--- src/rtl/mem_req_arbiter_if.sv ---
// Bundle of requester-side and wrapper-side signals for mem_req_arbiter.
// master = the arbiter itself; slave = the requesters and mem_ctrl_wrapper around it.
interface mem_req_arbiter_if #(
   parameter int unsigned NUM_REQ_BITS = 1,
   parameter int unsigned REQ_ID_BITS  = 3,
   parameter int unsigned ADDR_WIDTH   = 32,
   parameter int unsigned LINE_WIDTH   = 32
);
   localparam int unsigned NUM_REQ  = 1 << NUM_REQ_BITS;
   localparam int unsigned ID_WIDTH = NUM_REQ_BITS + REQ_ID_BITS;

   // requester side
   logic [NUM_REQ-1:0]            req_valid;
   logic [NUM_REQ-1:0]            req_rw;
   logic [NUM_REQ*ADDR_WIDTH-1:0] req_addr;
   logic [NUM_REQ*LINE_WIDTH-1:0] req_data;
   logic [NUM_REQ*REQ_ID_BITS-1:0] req_id;
   logic [NUM_REQ-1:0]            req_ack;
   logic [NUM_REQ-1:0]            rsp_valid;
   logic [REQ_ID_BITS-1:0]        rsp_id;
   logic [LINE_WIDTH-1:0]         rsp_data;

   // wrapper side
   logic                          mem_valid;
   logic                          mem_rw;
   logic [ADDR_WIDTH-1:0]         mem_addr;
   logic [LINE_WIDTH-1:0]         mem_data;
   logic [ID_WIDTH-1:0]           mem_id;
   logic                          mem_stall;
   logic                          mem_ready;
   logic [ID_WIDTH-1:0]           mem_rid;
   logic [LINE_WIDTH-1:0]         mem_rdata;

   modport master (
      input  req_valid, req_rw, req_addr, req_data, req_id,
      input  mem_stall, mem_ready, mem_rid, mem_rdata,
      output req_ack, rsp_valid, rsp_id, rsp_data,
      output mem_valid, mem_rw, mem_addr, mem_data, mem_id
   );

   modport slave (
      output req_valid, req_rw, req_addr, req_data, req_id,
      output mem_stall, mem_ready, mem_rid, mem_rdata,
      input  req_ack, rsp_valid, rsp_id, rsp_data,
      input  mem_valid, mem_rw, mem_addr, mem_data, mem_id
   );
endinterface

--- src/rtl/mem_req_arbiter.sv ---
// Round-robin arbiter sharing one mem_ctrl_wrapper request port among NUM_REQ requesters,
// with a one-entry registered output stage, tag-based response decode and per-requester read caps.
module mem_req_arbiter #(
   parameter int unsigned NUM_REQ_BITS = 1,
   parameter int unsigned REQ_ID_BITS  = 3,
   parameter int unsigned ADDR_WIDTH   = 32,
   parameter int unsigned LINE_WIDTH   = 32,
   parameter int unsigned MAX_OUTST    = 2
) (
   input logic              clk,
   input logic              reset,
   mem_req_arbiter_if.master bus
);
   localparam int unsigned NUM_REQ   = 1 << NUM_REQ_BITS;
   localparam int unsigned ID_WIDTH  = NUM_REQ_BITS + REQ_ID_BITS;
   localparam int unsigned CNT_WIDTH = $clog2(MAX_OUTST + 1);

   typedef logic [NUM_REQ_BITS-1:0] req_idx_t;
   typedef logic [CNT_WIDTH-1:0]    cnt_t;

   logic [ADDR_WIDTH-1:0]  addr_slice [NUM_REQ];
   logic [LINE_WIDTH-1:0]  data_slice [NUM_REQ];
   logic [REQ_ID_BITS-1:0] id_slice   [NUM_REQ];

   cnt_t               outst_cnt [NUM_REQ];
   logic [NUM_REQ-1:0] eligible;
   logic [NUM_REQ-1:0] cnt_inc;
   logic [NUM_REQ-1:0] cnt_dec;
   req_idx_t           rr_ptr;
   req_idx_t           grant_idx;
   req_idx_t           rsp_owner;
   logic               grant_found;
   logic               stage_open;

   // Unpack the flat per-requester buses into indexable arrays.
   for (genvar k = 0; k < NUM_REQ; k++) begin : g_slice
      assign addr_slice[k] = bus.req_addr[k*ADDR_WIDTH +: ADDR_WIDTH];
      assign data_slice[k] = bus.req_data[k*LINE_WIDTH +: LINE_WIDTH];
      assign id_slice[k]   = bus.req_id[k*REQ_ID_BITS +: REQ_ID_BITS];
   end

   assign stage_open = !bus.mem_valid || !bus.mem_stall;
   assign rsp_owner  = bus.mem_rid[ID_WIDTH-1 -: NUM_REQ_BITS];

   // Writes are always eligible; reads only while the requester is under its in-flight cap.
   always_comb begin
      eligible = '0;
      for (int k = 0; k < NUM_REQ; k++) begin
         eligible[k] = bus.req_valid[k] && (bus.req_rw[k] || (outst_cnt[k] < cnt_t'(MAX_OUTST)));
      end
   end

   // Round-robin scan starting at rr_ptr; index arithmetic wraps at NUM_REQ_BITS.
   always_comb begin
      grant_found = 1'b0;
      grant_idx   = '0;
      for (int i = 0; i < NUM_REQ; i++) begin
         if (!grant_found && eligible[rr_ptr + req_idx_t'(i)]) begin
            grant_found = 1'b1;
            grant_idx   = rr_ptr + req_idx_t'(i);
         end
      end
   end

   // Output stage: holds steady under stall, otherwise reloads or empties every cycle.
   always_ff @(posedge clk or negedge reset) begin
      if (!reset) begin
         bus.mem_valid <= 1'b0;
         bus.mem_rw    <= 1'b0;
         bus.mem_addr  <= '0;
         bus.mem_data  <= '0;
         bus.mem_id    <= '0;
         bus.req_ack   <= '0;
         rr_ptr        <= '0;
      end else begin
         bus.req_ack <= '0;
         if (stage_open) begin
            if (grant_found) begin
               bus.mem_valid <= 1'b1;
               bus.mem_rw    <= bus.req_rw[grant_idx];
               bus.mem_addr  <= addr_slice[grant_idx];
               bus.mem_data  <= data_slice[grant_idx];
               bus.mem_id    <= {grant_idx, id_slice[grant_idx]};
               bus.req_ack   <= NUM_REQ'(1) << grant_idx;
               rr_ptr        <= grant_idx + req_idx_t'(1);
            end else begin
               bus.mem_valid <= 1'b0;
            end
         end
      end
   end

   // A zero counter ignores responses so stale pre-reset returns cannot underflow it.
   always_comb begin
      cnt_inc = '0;
      cnt_dec = '0;
      for (int k = 0; k < NUM_REQ; k++) begin
         cnt_inc[k] = stage_open && grant_found && !bus.req_rw[grant_idx]
                      && (grant_idx == req_idx_t'(k));
         cnt_dec[k] = bus.mem_ready && (rsp_owner == req_idx_t'(k))
                      && (outst_cnt[k] != '0);
      end
   end

   always_ff @(posedge clk or negedge reset) begin
      if (!reset) begin
         for (int k = 0; k < NUM_REQ; k++) outst_cnt[k] <= '0;
      end else begin
         for (int k = 0; k < NUM_REQ; k++) begin
            if (cnt_inc[k] && !cnt_dec[k]) begin
               outst_cnt[k] <= outst_cnt[k] + cnt_t'(1);
            end else if (cnt_dec[k] && !cnt_inc[k]) begin
               outst_cnt[k] <= outst_cnt[k] - cnt_t'(1);
            end
         end
      end
   end

   // Zero-latency read return decode by the tag's requester field.
   always_comb begin
      bus.rsp_valid = '0;
      if (bus.mem_ready) bus.rsp_valid[rsp_owner] = 1'b1;
   end

   assign bus.rsp_id   = bus.mem_rid[REQ_ID_BITS-1:0];
   assign bus.rsp_data = bus.mem_rdata;

endmodule
--- src/flat_wrapper.sv ---
// flat-port wrapper written by rule: the top's interface ports become plain ports
module mem_req_arbiter_flat 
#(
   parameter int unsigned NUM_REQ_BITS = 1,
   parameter int unsigned REQ_ID_BITS  = 3,
   parameter int unsigned ADDR_WIDTH   = 32,
   parameter int unsigned LINE_WIDTH   = 32,
   parameter int unsigned MAX_OUTST    = 2
)
  (clk, reset, bus_req_valid, bus_req_rw, bus_req_addr, bus_req_data, bus_req_id, bus_mem_stall, bus_mem_ready, bus_mem_rid, bus_mem_rdata, bus_req_ack, bus_rsp_valid, bus_rsp_id, bus_rsp_data, bus_mem_valid, bus_mem_rw, bus_mem_addr, bus_mem_data, bus_mem_id);
  mem_req_arbiter_if #(.NUM_REQ_BITS(NUM_REQ_BITS), .REQ_ID_BITS(REQ_ID_BITS), .ADDR_WIDTH(ADDR_WIDTH), .LINE_WIDTH(LINE_WIDTH)) bus_i ();
  input logic clk;
  input logic reset;
  input wire logic [$bits(bus_i.req_valid)-1:0] bus_req_valid;
  input wire logic [$bits(bus_i.req_rw)-1:0] bus_req_rw;
  input wire logic [$bits(bus_i.req_addr)-1:0] bus_req_addr;
  input wire logic [$bits(bus_i.req_data)-1:0] bus_req_data;
  input wire logic [$bits(bus_i.req_id)-1:0] bus_req_id;
  input wire logic [$bits(bus_i.mem_stall)-1:0] bus_mem_stall;
  input wire logic [$bits(bus_i.mem_ready)-1:0] bus_mem_ready;
  input wire logic [$bits(bus_i.mem_rid)-1:0] bus_mem_rid;
  input wire logic [$bits(bus_i.mem_rdata)-1:0] bus_mem_rdata;
  output wire logic [$bits(bus_i.req_ack)-1:0] bus_req_ack;
  output wire logic [$bits(bus_i.rsp_valid)-1:0] bus_rsp_valid;
  output wire logic [$bits(bus_i.rsp_id)-1:0] bus_rsp_id;
  output wire logic [$bits(bus_i.rsp_data)-1:0] bus_rsp_data;
  output wire logic [$bits(bus_i.mem_valid)-1:0] bus_mem_valid;
  output wire logic [$bits(bus_i.mem_rw)-1:0] bus_mem_rw;
  output wire logic [$bits(bus_i.mem_addr)-1:0] bus_mem_addr;
  output wire logic [$bits(bus_i.mem_data)-1:0] bus_mem_data;
  output wire logic [$bits(bus_i.mem_id)-1:0] bus_mem_id;
  assign bus_i.req_valid = bus_req_valid;
  assign bus_i.req_rw = bus_req_rw;
  assign bus_i.req_addr = bus_req_addr;
  assign bus_i.req_data = bus_req_data;
  assign bus_i.req_id = bus_req_id;
  assign bus_i.mem_stall = bus_mem_stall;
  assign bus_i.mem_ready = bus_mem_ready;
  assign bus_i.mem_rid = bus_mem_rid;
  assign bus_i.mem_rdata = bus_mem_rdata;
  assign bus_req_ack = bus_i.req_ack;
  assign bus_rsp_valid = bus_i.rsp_valid;
  assign bus_rsp_id = bus_i.rsp_id;
  assign bus_rsp_data = bus_i.rsp_data;
  assign bus_mem_valid = bus_i.mem_valid;
  assign bus_mem_rw = bus_i.mem_rw;
  assign bus_mem_addr = bus_i.mem_addr;
  assign bus_mem_data = bus_i.mem_data;
  assign bus_mem_id = bus_i.mem_id;
  mem_req_arbiter #(.NUM_REQ_BITS(NUM_REQ_BITS), .REQ_ID_BITS(REQ_ID_BITS), .ADDR_WIDTH(ADDR_WIDTH), .LINE_WIDTH(LINE_WIDTH), .MAX_OUTST(MAX_OUTST)) u_core (.clk(clk), .reset(reset), .bus(bus_i));
endmodule
--- config.mk ---
export PLATFORM = sky130hd
export DESIGN_NAME = mem_req_arbiter_flat
export DESIGN_NICKNAME = d
export VERILOG_FILES = /design/src/rtl/mem_req_arbiter_if.sv /design/src/rtl/mem_req_arbiter.sv /design/src/flat_wrapper.sv
export SDC_FILE = /design/constraint.sdc
export NUM_CORES = 1
export LEC_CHECK = 0
export BUFFER_PORTS_ARGS = -buffer_cell sky130_fd_sc_hd__buf_2
export CAP_MARGIN = 10
export CORE_AREA = 5 5 107 109
export DETAILED_ROUTE_END_ITERATION = 8
export DIE_AREA = 0 0 112 114
export GPL_ROUTABILITY_DRIVEN = 0
export PLACE_DENSITY = 0.8
export SLEW_MARGIN = 20
export SYNTH_ARGS = -nofsm -noshare
export SYNTH_HDL_FRONTEND = slang
export SYNTH_SLANG_ARGS = --single-unit
--- constraint.sdc ---
create_clock -name clk -period 2.3 [get_ports clk]
set_input_delay 0.46 -clock clk [delete_from_list [all_inputs] [get_ports clk]]
set_output_delay 0.46 -clock clk [all_outputs]
set_load 0.005 [all_outputs]
==> impl_metrics.py, run 1 <==
metrics = {
    "status": {
        "status": "finished clean",
    },
    "global_routing": {
        "grt_pass1_vias": 3484,
        "track_usage": 0.168,
        "antenna_found_initial": 0,
        "grt_first_pass_wirelength_microns": 17500,
        "grt_start_max_net_pins": 41,
        "grt_overflow_total": 0,
    },
    "routing": {
        "ant_nets": 0,
        "wirelength_microns": 11100,
        "via_per_inst": 5.36,
        "drt_iter0_drc": 140,
        "vias": 3349,
        "dr.pass1.iters": 6,
        "drcViolationCount": 0,
        "wl_per_cell_microns": 17.8,
    },
    "clock_network": {
        "cts_root_buf": "clkbuf_8",
        "ctsResizeCount": 0,
        "ctsHoldBuffers": 0,
        "clk_latency_ns": 0.34,
        "cts_setup_buffers": 0,
        "cts.path.max_buffers": 2,
        "cts_buffers": 9,
        "htree_levels": 3,
        "path_clk_slew_ns": 0.08,
        "cts_tree": "built",
        "cts.sinks": 77,
    },
    "floorplanning": {
        "die_y_microns": 114,
        "row_count": 38,
        "core-area_sq_um": 10500,
        "dieArea_sq_um": 12800,
        "start_util": 0.361,
        "boundaryPins": 287,
        "fp.dieW_microns": 112,
    },
    "power": {
        "leakage_uw": 0.00248,
        "irDropWorstVdd_mv": 0.553,
        "p_total_uw": 5300,
        "p_per_area_nw_per_um2": 1080,
    },
    "timing": {
        "clock_skew_ns": 0.00876,
        "fmax_ghz": 0.566,
        "setup_violations": 0,
        "rsz0062_at_grt": "no",
        "report.final.slew_viol_count": 0,
        "fin_tns_setup_ns": 0,
        "relSlewSlack": 0.662,
        "fin_crit_sh": 0.768,
        "hold_slack_ns": 0.0711,
        "final-hold-violation-count": 0,
        "worstMarginPinSlew_ns": 0.507,
        "post-route-min-period_ns": 1.77,
    },
    "synthesis": {
        "syn_avg_cell_area_sq_um": 12.3,
        "seq_area_frac_synth": 0.508,
        "syn-instance-count": 309,
        "ys.warnings.count": 0,
        "ys_ff_latch": 77,
        "syn_area_sq_um": 3790,
        "synth_cell_types": 25,
        "synth_fp_nets": 489,
    },
    "job": {
        "maxCapViolations": 0,
    },
    "final_layout": {
        "multiInputGateArea_sq_um": 1410,
        "areaGrowthSynthToFinish_pct": 29.2,
        "antenna_cells": 0,
        "fillers": 965,
        "regArea_sq_um": 1930,
        "final_layout_size_suffix_gt1_frac": 0.513,
        "num-nets-final": 660,
        "layout.cells.non_filler": 625,
    },
    "critical_path": {
        "crit_chain": "nand2b_1, nand2_1, o211a_2, and2_1, ha_1, xor2_1, nor2_1, xor2_1",
        "critPathRequiredTime_ns": 2.57,
        "start_kind": "flip-flop",
        "end_kind": "flip-flop",
        "critPathMaxFanout": 3,
        "cp.arrival_ns": 2.04,
        "critPathKind": "flip-flop to flip-flop",
        "crit_path_frequent_cell": "xor2_1",
        "critPathMaxStageDelay_ns": 0.41,
        "slowest_stage": "dfrtp_1",
    },
    "placement": {
        "dp_hpwl_microns": 8410,
        "dp.cells": 609,
        "port_buffers": 216,
    },
    "min_path": {
        "holdCritPathClass": "input port to async pin",
    },
}
## cells by family (layout without fill, tap and decap cells)
family,count (synthesis),count (layout),share of synthesized area
AO/OA/AOI/OAI,142,142,0.331
XOR/XNOR,6,6,0.0139
adder cells (fa/ha/maj),2,2,0.00660
buffers and inverters,68,244,0.120
flip-flops,77,77,0.508
AND/OR/NAND/NOR,14,14,0.0205
## cell usage in the layout, fill, tap and decap left out, types with 2 or more instances in the layout
master / instances
nand2b_1: 2
a221o_1: 65
a21o_1: 2
o21ai_0: 2
xnor2_1: 2
clkinvlp_4: 3
inv_1: 3
clkinv_2: 2
nor2_1: 2
o21a_1: 67
ha_1: 2
buf_12: 2
dfrtp_1: 77
nand2_1: 3
and2_1: 3
buf_2: 215
clkbuf_8: 10
xor2_1: 4
buf_4: 8
a221o_2: 2
## report_power, final
group / internal (uW) / total (uW) / switching [uW]
clock: 527 / 1020 / 494
combinational: 1120 / 2050 / 925
sequential: 1900 / 2230 / 332
total: 3550 / 5300 / 1750
## Yosys cell counts
cell      count  area share
dfrtp_1      77        0.51
o21a_1       67        0.13
a221o_1      65        0.17
buf_4        35       0.069
buf_2        14       0.018
clkbuf_1      9      0.0089
buf_6         7       0.021
and2_1        4      0.0066
xor2_1        4      0.0092
inv_1         3      0.0030
nand2_1       3      0.0030
a21o_1        2      0.0040
a221o_2       2      0.0059
ha_1          2      0.0066
nand2b_1      2      0.0033
nor2_1        2      0.0020
o21ai_0       2      0.0026
xnor2_1       2      0.0046
a211oi_4      1      0.0053
a222oi_1      1      0.0026
a22oi_2       1      0.0033
and2_4        1      0.0023
nor2b_1       1      0.0017
o211a_1       1      0.0026
or2_2         1      0.0017
## path summary, 6_finish.rpt
path,startpoint,to,slack [ns],cells past startpoint
worst min-delay path,reset,u_core.bus.mem_addr[10]$_DFFE_PN0N_,0.07,1
min in group clk,bus_req_data[28],u_core.bus.mem_data[28]$_DFFE_PN0N_,0.34,2
max in group asynchronous,reset,u_core.bus.mem_data[24]$_DFFE_PN0N_,1.62,2
worst min register to register,u_core.bus.mem_id[3]$_DFFE_PN0N_,u_core.bus.mem_id[3]$_DFFE_PN0N_,0.49,1
worst max register to register,u_core.outst_cnt[3]$_DFFE_PN0P_,u_core.outst_cnt[1]$_DFFE_PN0P_,0.53,8
worst max-delay path,u_core.outst_cnt[3]$_DFFE_PN0P_,u_core.outst_cnt[1]$_DFFE_PN0P_,0.53,8
## final cells by class
| class | instances | share of cell area |
|---|---|---|
| tap | 140 | 0.0358 |
| clock buffer | 10 | 0.0281 |
| multi-input combinational | 164 | 0.288 |
| clock inverter | 6 | 0.0128 |
| timing repair buffer | 225 | 0.240 |
| sequential | 77 | 0.393 |
| inverter | 3 | 0.00230 |
## per-stage QoR
| stage | util | setup slack (ns) | instance area, sq um |
|---|---|---|---|
| final | 0.466 | 0.533 | 4900 |
| after global routing | 0.466 | 0.427 | 4900 |
| after CTS | 0.466 | 0.522 | 4900 |
| after detailed placement | 0.447 | 0.328 | 4700 |
| after global placement | 0.447 | 0.365 | 4700 |
| after floorplan | - | 0.170 | 3790 |
## per-layer routing
layer	wire (microns)	vias up	global-route usage
li1	-	1500	-
met1	4220	1647	0.195
met2	5680	170	0.289
met3	928	32	0.0451
met4	310	0	0.0817
met5	0	-	0
## worst max-delay path, delay by kind of cell (launching register included)
family | cells | cell delay, ns
and+or+nand+nor | 4 | 0.52
DFF | 1 | 0.41
AOI/OAI and AO/OA | 1 | 0.28
xor gates and xnor gates | 2 | 0.28
adders and majority gates | 1 | 0.20
## state kept, by name, summed over array words and instances (netlist names)
register / count
u_core.bus.mem_addr: 32
u_core.bus.mem_data: 32
u_core.bus.mem_id: 4
u_core.outst_cnt: 4
u_core.bus.req_ack: 2
u_core.bus.mem_rw: 1
u_core.bus.mem_valid: 1
u_core.rr_ptr: 1
Power figures use the tool's default switching activity.
==> run 2: changes to the inputs <==
--- a/config.mk
+++ b/config.mk
@@ -7,11 +7,11 @@
 export LEC_CHECK = 0
 export BUFFER_PORTS_ARGS = -buffer_cell sky130_fd_sc_hd__buf_2
 export CAP_MARGIN = 10
-export CORE_AREA = 5 5 107 109
+export CORE_MARGIN = 5
+export CORE_UTILIZATION = 36
 export DETAILED_ROUTE_END_ITERATION = 8
-export DIE_AREA = 0 0 112 114
 export GPL_ROUTABILITY_DRIVEN = 0
-export PLACE_DENSITY = 0.8
+export PLACE_DENSITY = 0.81
 export SLEW_MARGIN = 20
 export SYNTH_ARGS = -nofsm -noshare
 export SYNTH_HDL_FRONTEND = slang
==> constraint.sdc (replaced) <==
create_clock -name clk -period 1.52 [get_ports clk]
set_input_delay 0.304 -clock clk [delete_from_list [all_inputs] [get_ports clk]]
set_output_delay 0.304 -clock clk [all_outputs]
set_load 0.005 [all_outputs]
==> impl_metrics.py, run 2 (synthesis results as in run 1) <==
metrics = {
    "critical_path": {
        "slowest_stage": "dfrtp_1",
        "rrSetupSlack_ns": -0.11,
        "critPathMaxFanout": 2,
        "critPathRequiredTime_ns": 1.75,
        "critPathKind": "flip-flop to flip-flop",
        "crit_chain": "nand2b_1, nand2_2, a211oi_4, and2_4, ha_4, xor2_2, nor2_2, xor2_1",
        "end_kind": "flip-flop",
        "cp.arrival_ns": 1.86,
        "start_kind": "flip-flop",
        "critPathMaxStageDelay_ns": 0.40,
    },
    "final_layout": {
        "num-nets-final": 680,
        "final_cell_area_sq_um": 5310,
        "regArea_sq_um": 1930,
        "antenna_cells": 0,
        "areaGrowthSynthToFinish_pct": 40.0,
        "top_regs": "u_core.bus.mem_addr: 32 flops, u_core.bus.mem_data: 32 flops",
        "final_cell_mix": "buf_2 (215), dfrtp_1 (77), o21a_1 (67)",
        "fillers": 917,
        "layout.cells.non_filler": 641,
        "multiInputGateArea_sq_um": 1470,
        "final_layout_size_suffix_gt1_frac": 0.543,
        "final_common_cell": "buf_2",
    },
    "timing": {
        "report.final.slew_viol_count": 0,
        "rsz0062_at_grt": "yes",
        "setup_violations": 70,
        "postLayoutSetupSlackWorst_ns": -0.107,
        "relSlewSlack": 0.723,
        "worstMarginPinSlew_ns": 0.416,
        "final-hold-violation-count": 0,
        "hold_slack_ns": 0.175,
        "fin_crit_sh": 1.07,
        "post-route-min-period_ns": 1.63,
        "clock_skew_ns": 0.00832,
        "fmax_ghz": 0.615,
    },
    "routing": {
        "vias": 3472,
        "drcViolationCount": 0,
        "wirelength_microns": 12900,
        "ant_nets": 0,
        "dr.pass1.iters": 4,
        "wl_per_cell_microns": 20.1,
        "drt_iter0_drc": 205,
        "via_per_inst": 5.42,
    },
    "power": {
        "leakage_uw": 0.00266,
        "p_per_area_nw_per_um2": 1630,
        "p_total_uw": 8640,
        "irDropWorstVdd_mv": 0.659,
    },
    "clock_network": {
        "cts_root_buf": "clkbuf_8",
        "cts.sinks": 77,
        "cts_buffers": 9,
        "path_clk_slew_ns": 0.08,
        "cts_tree": "built",
        "clk_latency_ns": 0.35,
        "htree_levels": 3,
        "cts.path.max_buffers": 2,
    },
    "placement": {
        "port_buffers": 216,
        "place_area_sq_um": 4830,
        "place_ws_ns": -0.152,
        "dp.cells": 613,
        "dp_hpwl_microns": 8640,
    },
    "floorplanning": {
        "start_util": 0.369,
        "row_count": 37,
        "dieArea_sq_um": 12700,
        "die_y_microns": 113,
        "boundaryPins": 287,
        "fp.dieW_microns": 113,
        "core-area_sq_um": 10300,
    },
    "global_routing": {
        "grt_overflow_total": 0,
        "grt_first_pass_wirelength_microns": 17700,
        "grt_start_max_net_pins": 78,
        "track_usage": 0.172,
        "grt_pass1_vias": 3509,
        "antenna_found_initial": 0,
    },
    "job": {
        "maxCapViolations": 0,
    },
    "status": {
        "violations": "setup timing",
        "status": "finished, violations left",
    },
    "min_path": {
        "holdCritPathClass": "input port to flip-flop",
    },
}
## run 2: metal layers
layer	global-route usage	wire length, microns	up-vias	share of wire
li1	-	-	1541	-
met1	0.204	4950	1691	0.38
met2	0.288	6420	208	0.50
met3	0.0550	1200	32	0.093
met4	0.0689	311	0	0.024
met5	0	0	-	0
## run 2: stage by stage
step | setup TNS, ns | util
CTS | -0.756 | 0.492
finish | -3.54 | 0.517
global placement | -3.49 | 0.470
detailed placement | -5.75 | 0.470
floorplan | -1.05 | -
global route | -7.57 | 0.517
## run 2: layout make-up
class	instances	share of cell area
sequential	77	0.363
timing repair buffer	245	0.290
multi-input combinational	164	0.277
tap	136	0.0321
clock buffer	12	0.0273
clock inverter	4	0.00896
inverter	3	0.00212
## run 2: worst paths after layout
path | startpoint | endpoint | cells past startpoint
setup / recovery | u_core.outst_cnt[3]$_DFFE_PN0P_ | u_core.outst_cnt[3]$_DFFE_PN0P_ | 8
hold / removal | bus_req_data[60] | u_core.bus.mem_data[28]$_DFFE_PN0N_ | 2
setup reg to reg | u_core.outst_cnt[3]$_DFFE_PN0P_ | u_core.outst_cnt[3]$_DFFE_PN0P_ | 8
hold reg to reg | u_core.bus.mem_id[3]$_DFFE_PN0N_ | u_core.bus.mem_id[3]$_DFFE_PN0N_ | 1
max in group asynchronous | reset | u_core.bus.mem_data[20]$_DFFE_PN0N_ | 3
min in group asynchronous | reset | u_core.outst_cnt[1]$_DFFE_PN0P_ | 3
## run 2: report_power, final
| group | internal [uW] | leakage, uW | switching, uW |
|---|---|---|---|
| clock | 799 | 0.0000964 | 722 |
| combinational | 2100 | 0.00162 | 1610 |
| sequential | 2880 | 0.000944 | 518 |
## run 2: repair_timing
action,4_1_cts,5_1_grt
endpoints found under the setup margin,69,72
endpoints found under the hold margin,77,0
gates cloned,0,9
hold buffers,1,0
resized for setup,3,4
pin swaps,22,6
buffers inserted,0,2
## run 2: critical path, delay by kind of cell (launching register included)
| family | cells | cell delay, ns |
|---|---|---|
| AO/OA/AOI/OAI | 1 | 0.26 |
| adder cells (fa/ha/maj) | 1 | 0.12 |
| flip-flops | 1 | 0.40 |
| XOR/XNOR | 2 | 0.28 |
| AND/OR/NAND/NOR | 4 | 0.45 |
==> run 3: changes to the inputs <==
--- a/config.mk
+++ b/config.mk
@@ -8,10 +8,11 @@
 export BUFFER_PORTS_ARGS = -buffer_cell sky130_fd_sc_hd__buf_2
 export CAP_MARGIN = 10
 export CORE_MARGIN = 5
-export CORE_UTILIZATION = 36
+export CORE_UTILIZATION = 37
+export CTS_BUF_LIST = sky130_fd_sc_hd__clkbuf_8
 export DETAILED_ROUTE_END_ITERATION = 8
 export GPL_ROUTABILITY_DRIVEN = 0
-export PLACE_DENSITY = 0.81
+export PLACE_DENSITY = 0.89
 export SLEW_MARGIN = 20
 export SYNTH_ARGS = -nofsm -noshare
 export SYNTH_HDL_FRONTEND = slang
==> impl_metrics.py, run 3 (synthesis results as in run 1) <==
metrics = {
    "power": {
        "power_frac_clock": 0.227,
        "p_per_area_nw_per_um2": 1700,
        "seqPwrFrac": 0.379,
        "p_total_uw": 8920,
        "p_sw_uw": 2770,
        "p_int_uw": 6140,
        "irDropWorstVdd_mv": 0.792,
        "swShare": 0.311,
        "power_frac_comb": 0.394,
        "leakage_uw": 0.00266,
    },
    "clock_network": {
        "path_clk_slew_ns": 0.08,
        "cts_buffers": 9,
        "cts.path.max_buffers": 2,
        "clk_latency_ns": 0.34,
        "cts_root_buf": "clkbuf_8",
        "cts_tree": "built",
        "htree_levels": 3,
        "cts.sinks": 77,
    },
    "min_path": {
        "hold_depth": 2,
        "holdCritPathClass": "input port to flip-flop",
    },
    "final_layout": {
        "final_cell_mix": "buf_2 (215), dfrtp_1 (77), o21a_1 (67)",
        "final_common_cell": "buf_2",
        "areaGrowthSynthToFinish_pct": 38.7,
        "num-nets-final": 680,
        "antenna_cells": 0,
        "final_layout_size_suffix_gt1_frac": 0.542,
        "top_regs": "u_core.bus.mem_addr: 32 flops, u_core.bus.mem_data: 32 flops",
    },
    "critical_path": {
        "path_depth": 8,
        "crit_family": "simple AND/OR/NAND/NOR gates",
        "critPathRequiredTime_ns": 1.75,
        "reg2reg_depth": 8,
        "cp.buffers_inverters": 0,
        "start_kind": "flip-flop",
        "slowest_stage": "dfrtp_1",
        "critPathKind": "flip-flop to flip-flop",
        "cp.arrival_ns": 1.95,
        "critPathMaxStageDelay_ns": 0.41,
        "crit_chain": "nand2b_4, and2_4, a211oi_4, and2_4, ha_4, xor2_1, nor2_2, xor2_1",
        "end_kind": "flip-flop",
        "critPathMaxFanout": 3,
    },
    "routing": {
        "m1WireLength_microns": 4650,
        "wl_met2_microns": 6330,
        "drcViolationCount": 0,
        "wl_met3_microns": 1150,
        "wl_per_cell_microns": 19.4,
        "wirelength_microns": 12400,
        "vias": 3435,
        "via_per_inst": 5.37,
        "drt_iter0_drc": 293,
        "dr.pass1.iters": 4,
        "ant_nets": 0,
        "dr.max_layer_used": "met4",
    },
    "placement": {
        "port_buffers": 216,
        "dp_hpwl_microns": 9260,
    },
    "timing": {
        "relSlewSlack": 0.727,
        "fin_crit_sh": 1.13,
        "final-hold-violation-count": 0,
        "report.final.slew_viol_count": 0,
        "post-route-min-period_ns": 1.72,
        "fmax_ghz": 0.581,
        "postLayoutSetupSlackWorst_ns": -0.202,
        "setup_violations": 69,
        "worstMarginPinSlew_ns": 0.410,
        "rsz0062_at_grt": "yes",
        "hold_slack_ns": 0.188,
        "clock_skew_ns": 0.00985,
    },
    "floorplanning": {
        "boundaryPins": 287,
        "fp.dieW_microns": 111,
        "row_count": 37,
        "dieArea_sq_um": 12400,
        "die_y_microns": 111,
        "start_util": 0.374,
        "core-area_sq_um": 10100,
    },
    "status": {
        "violations": "setup timing",
        "status": "finished, violations left",
    },
    "global_routing": {
        "grt_start_max_net_pins": 46,
        "track_usage": 0.194,
        "grt_first_pass_wirelength_microns": 19400,
        "grt_pass1_vias": 3749,
        "grt_overflow_total": 0,
        "antenna_found_initial": 0,
    },
    "job": {
        "maxCapViolations": 0,
    },
}
-- run 3: cell types whose count changed in the layout (fill, tap and decap cells not counted), sizes merged --
cell / delta
buf: +7
bufinv: +3
clkinvlp: -1
inv: +1
clkbuf: -9
clkinv: -2
-- run 3: final cells by class --
cell class | instances | area [sq um]
multi-input cells | 164 | 1460
inverters | 3 | 11.3
clock buffers | 10 | 138
clock inverters | 5 | 124
repair buffers | 245 | 1430
fillers | 896 | 4880
flip-flops and latches | 77 | 1930
well taps | 136 | 170
-- run 3: repair_timing --
item	in CTS	in global routing
hold buffers	1	0
buffers inserted	3	3
setup endpoints to repair	73	74
pin swaps	0	11
gates cloned	1	1
gates resized for setup	4	8
hold endpoints to repair	45	0
-- run 3: power groups by stage --
stage | Combinational, uW | Sequential (uW) | Clock [uW]
final | 3510 | 3380 | 2020
after global routing | 3820 | 3470 | 2160
after CTS | 3450 | 3370 | 2080
after detailed placement | 3330 | 3400 | 0
after global placement | 3220 | 3350 | 0
after floorplan | 1840 | 3430 | 0
-- run 3: layer usage --
layer	up-vias	track usage
met5	-	0
met2	209	0.343
met1	1659	0.208
met3	27	0.0731
li1	1540	-
met4	0	0.0803
-- run 3: path summary, 6_finish.rpt --
path,start,end,slack (ns)
worst min register to register,u_core.bus.mem_id[3]$_DFFE_PN0N_,u_core.bus.mem_id[3]$_DFFE_PN0N_,0.49
worst min-delay path,bus_req_data[62],u_core.bus.mem_data[30]$_DFFE_PN0N_,0.19
worst max-delay path,u_core.outst_cnt[1]$_DFFE_PN0P_,u_core.outst_cnt[3]$_DFFE_PN0P_,-0.20
max in group asynchronous,reset,u_core.bus.mem_addr[5]$_DFFE_PN0N_,0.66
worst max register to register,u_core.outst_cnt[1]$_DFFE_PN0P_,u_core.outst_cnt[3]$_DFFE_PN0P_,-0.20
min in group asynchronous,reset,u_core.bus.mem_data[1]$_DFFE_PN0N_,0.46
-- run 3: through the flow --
step	area, sq um	util	setup WS [ns]	instances	TNS, ns
after global placement	4840	0.478	-0.172	616	-5.73
after CTS	5180	0.511	-0.173	636	-3.80
after detailed placement	4840	0.478	-0.244	616	-9.46
after global routing	5260	0.519	-0.249	640	-7.75
after floorplan	3860	-	-0.403	309	-1.05
final	5260	0.519	-0.202	640	-3.67
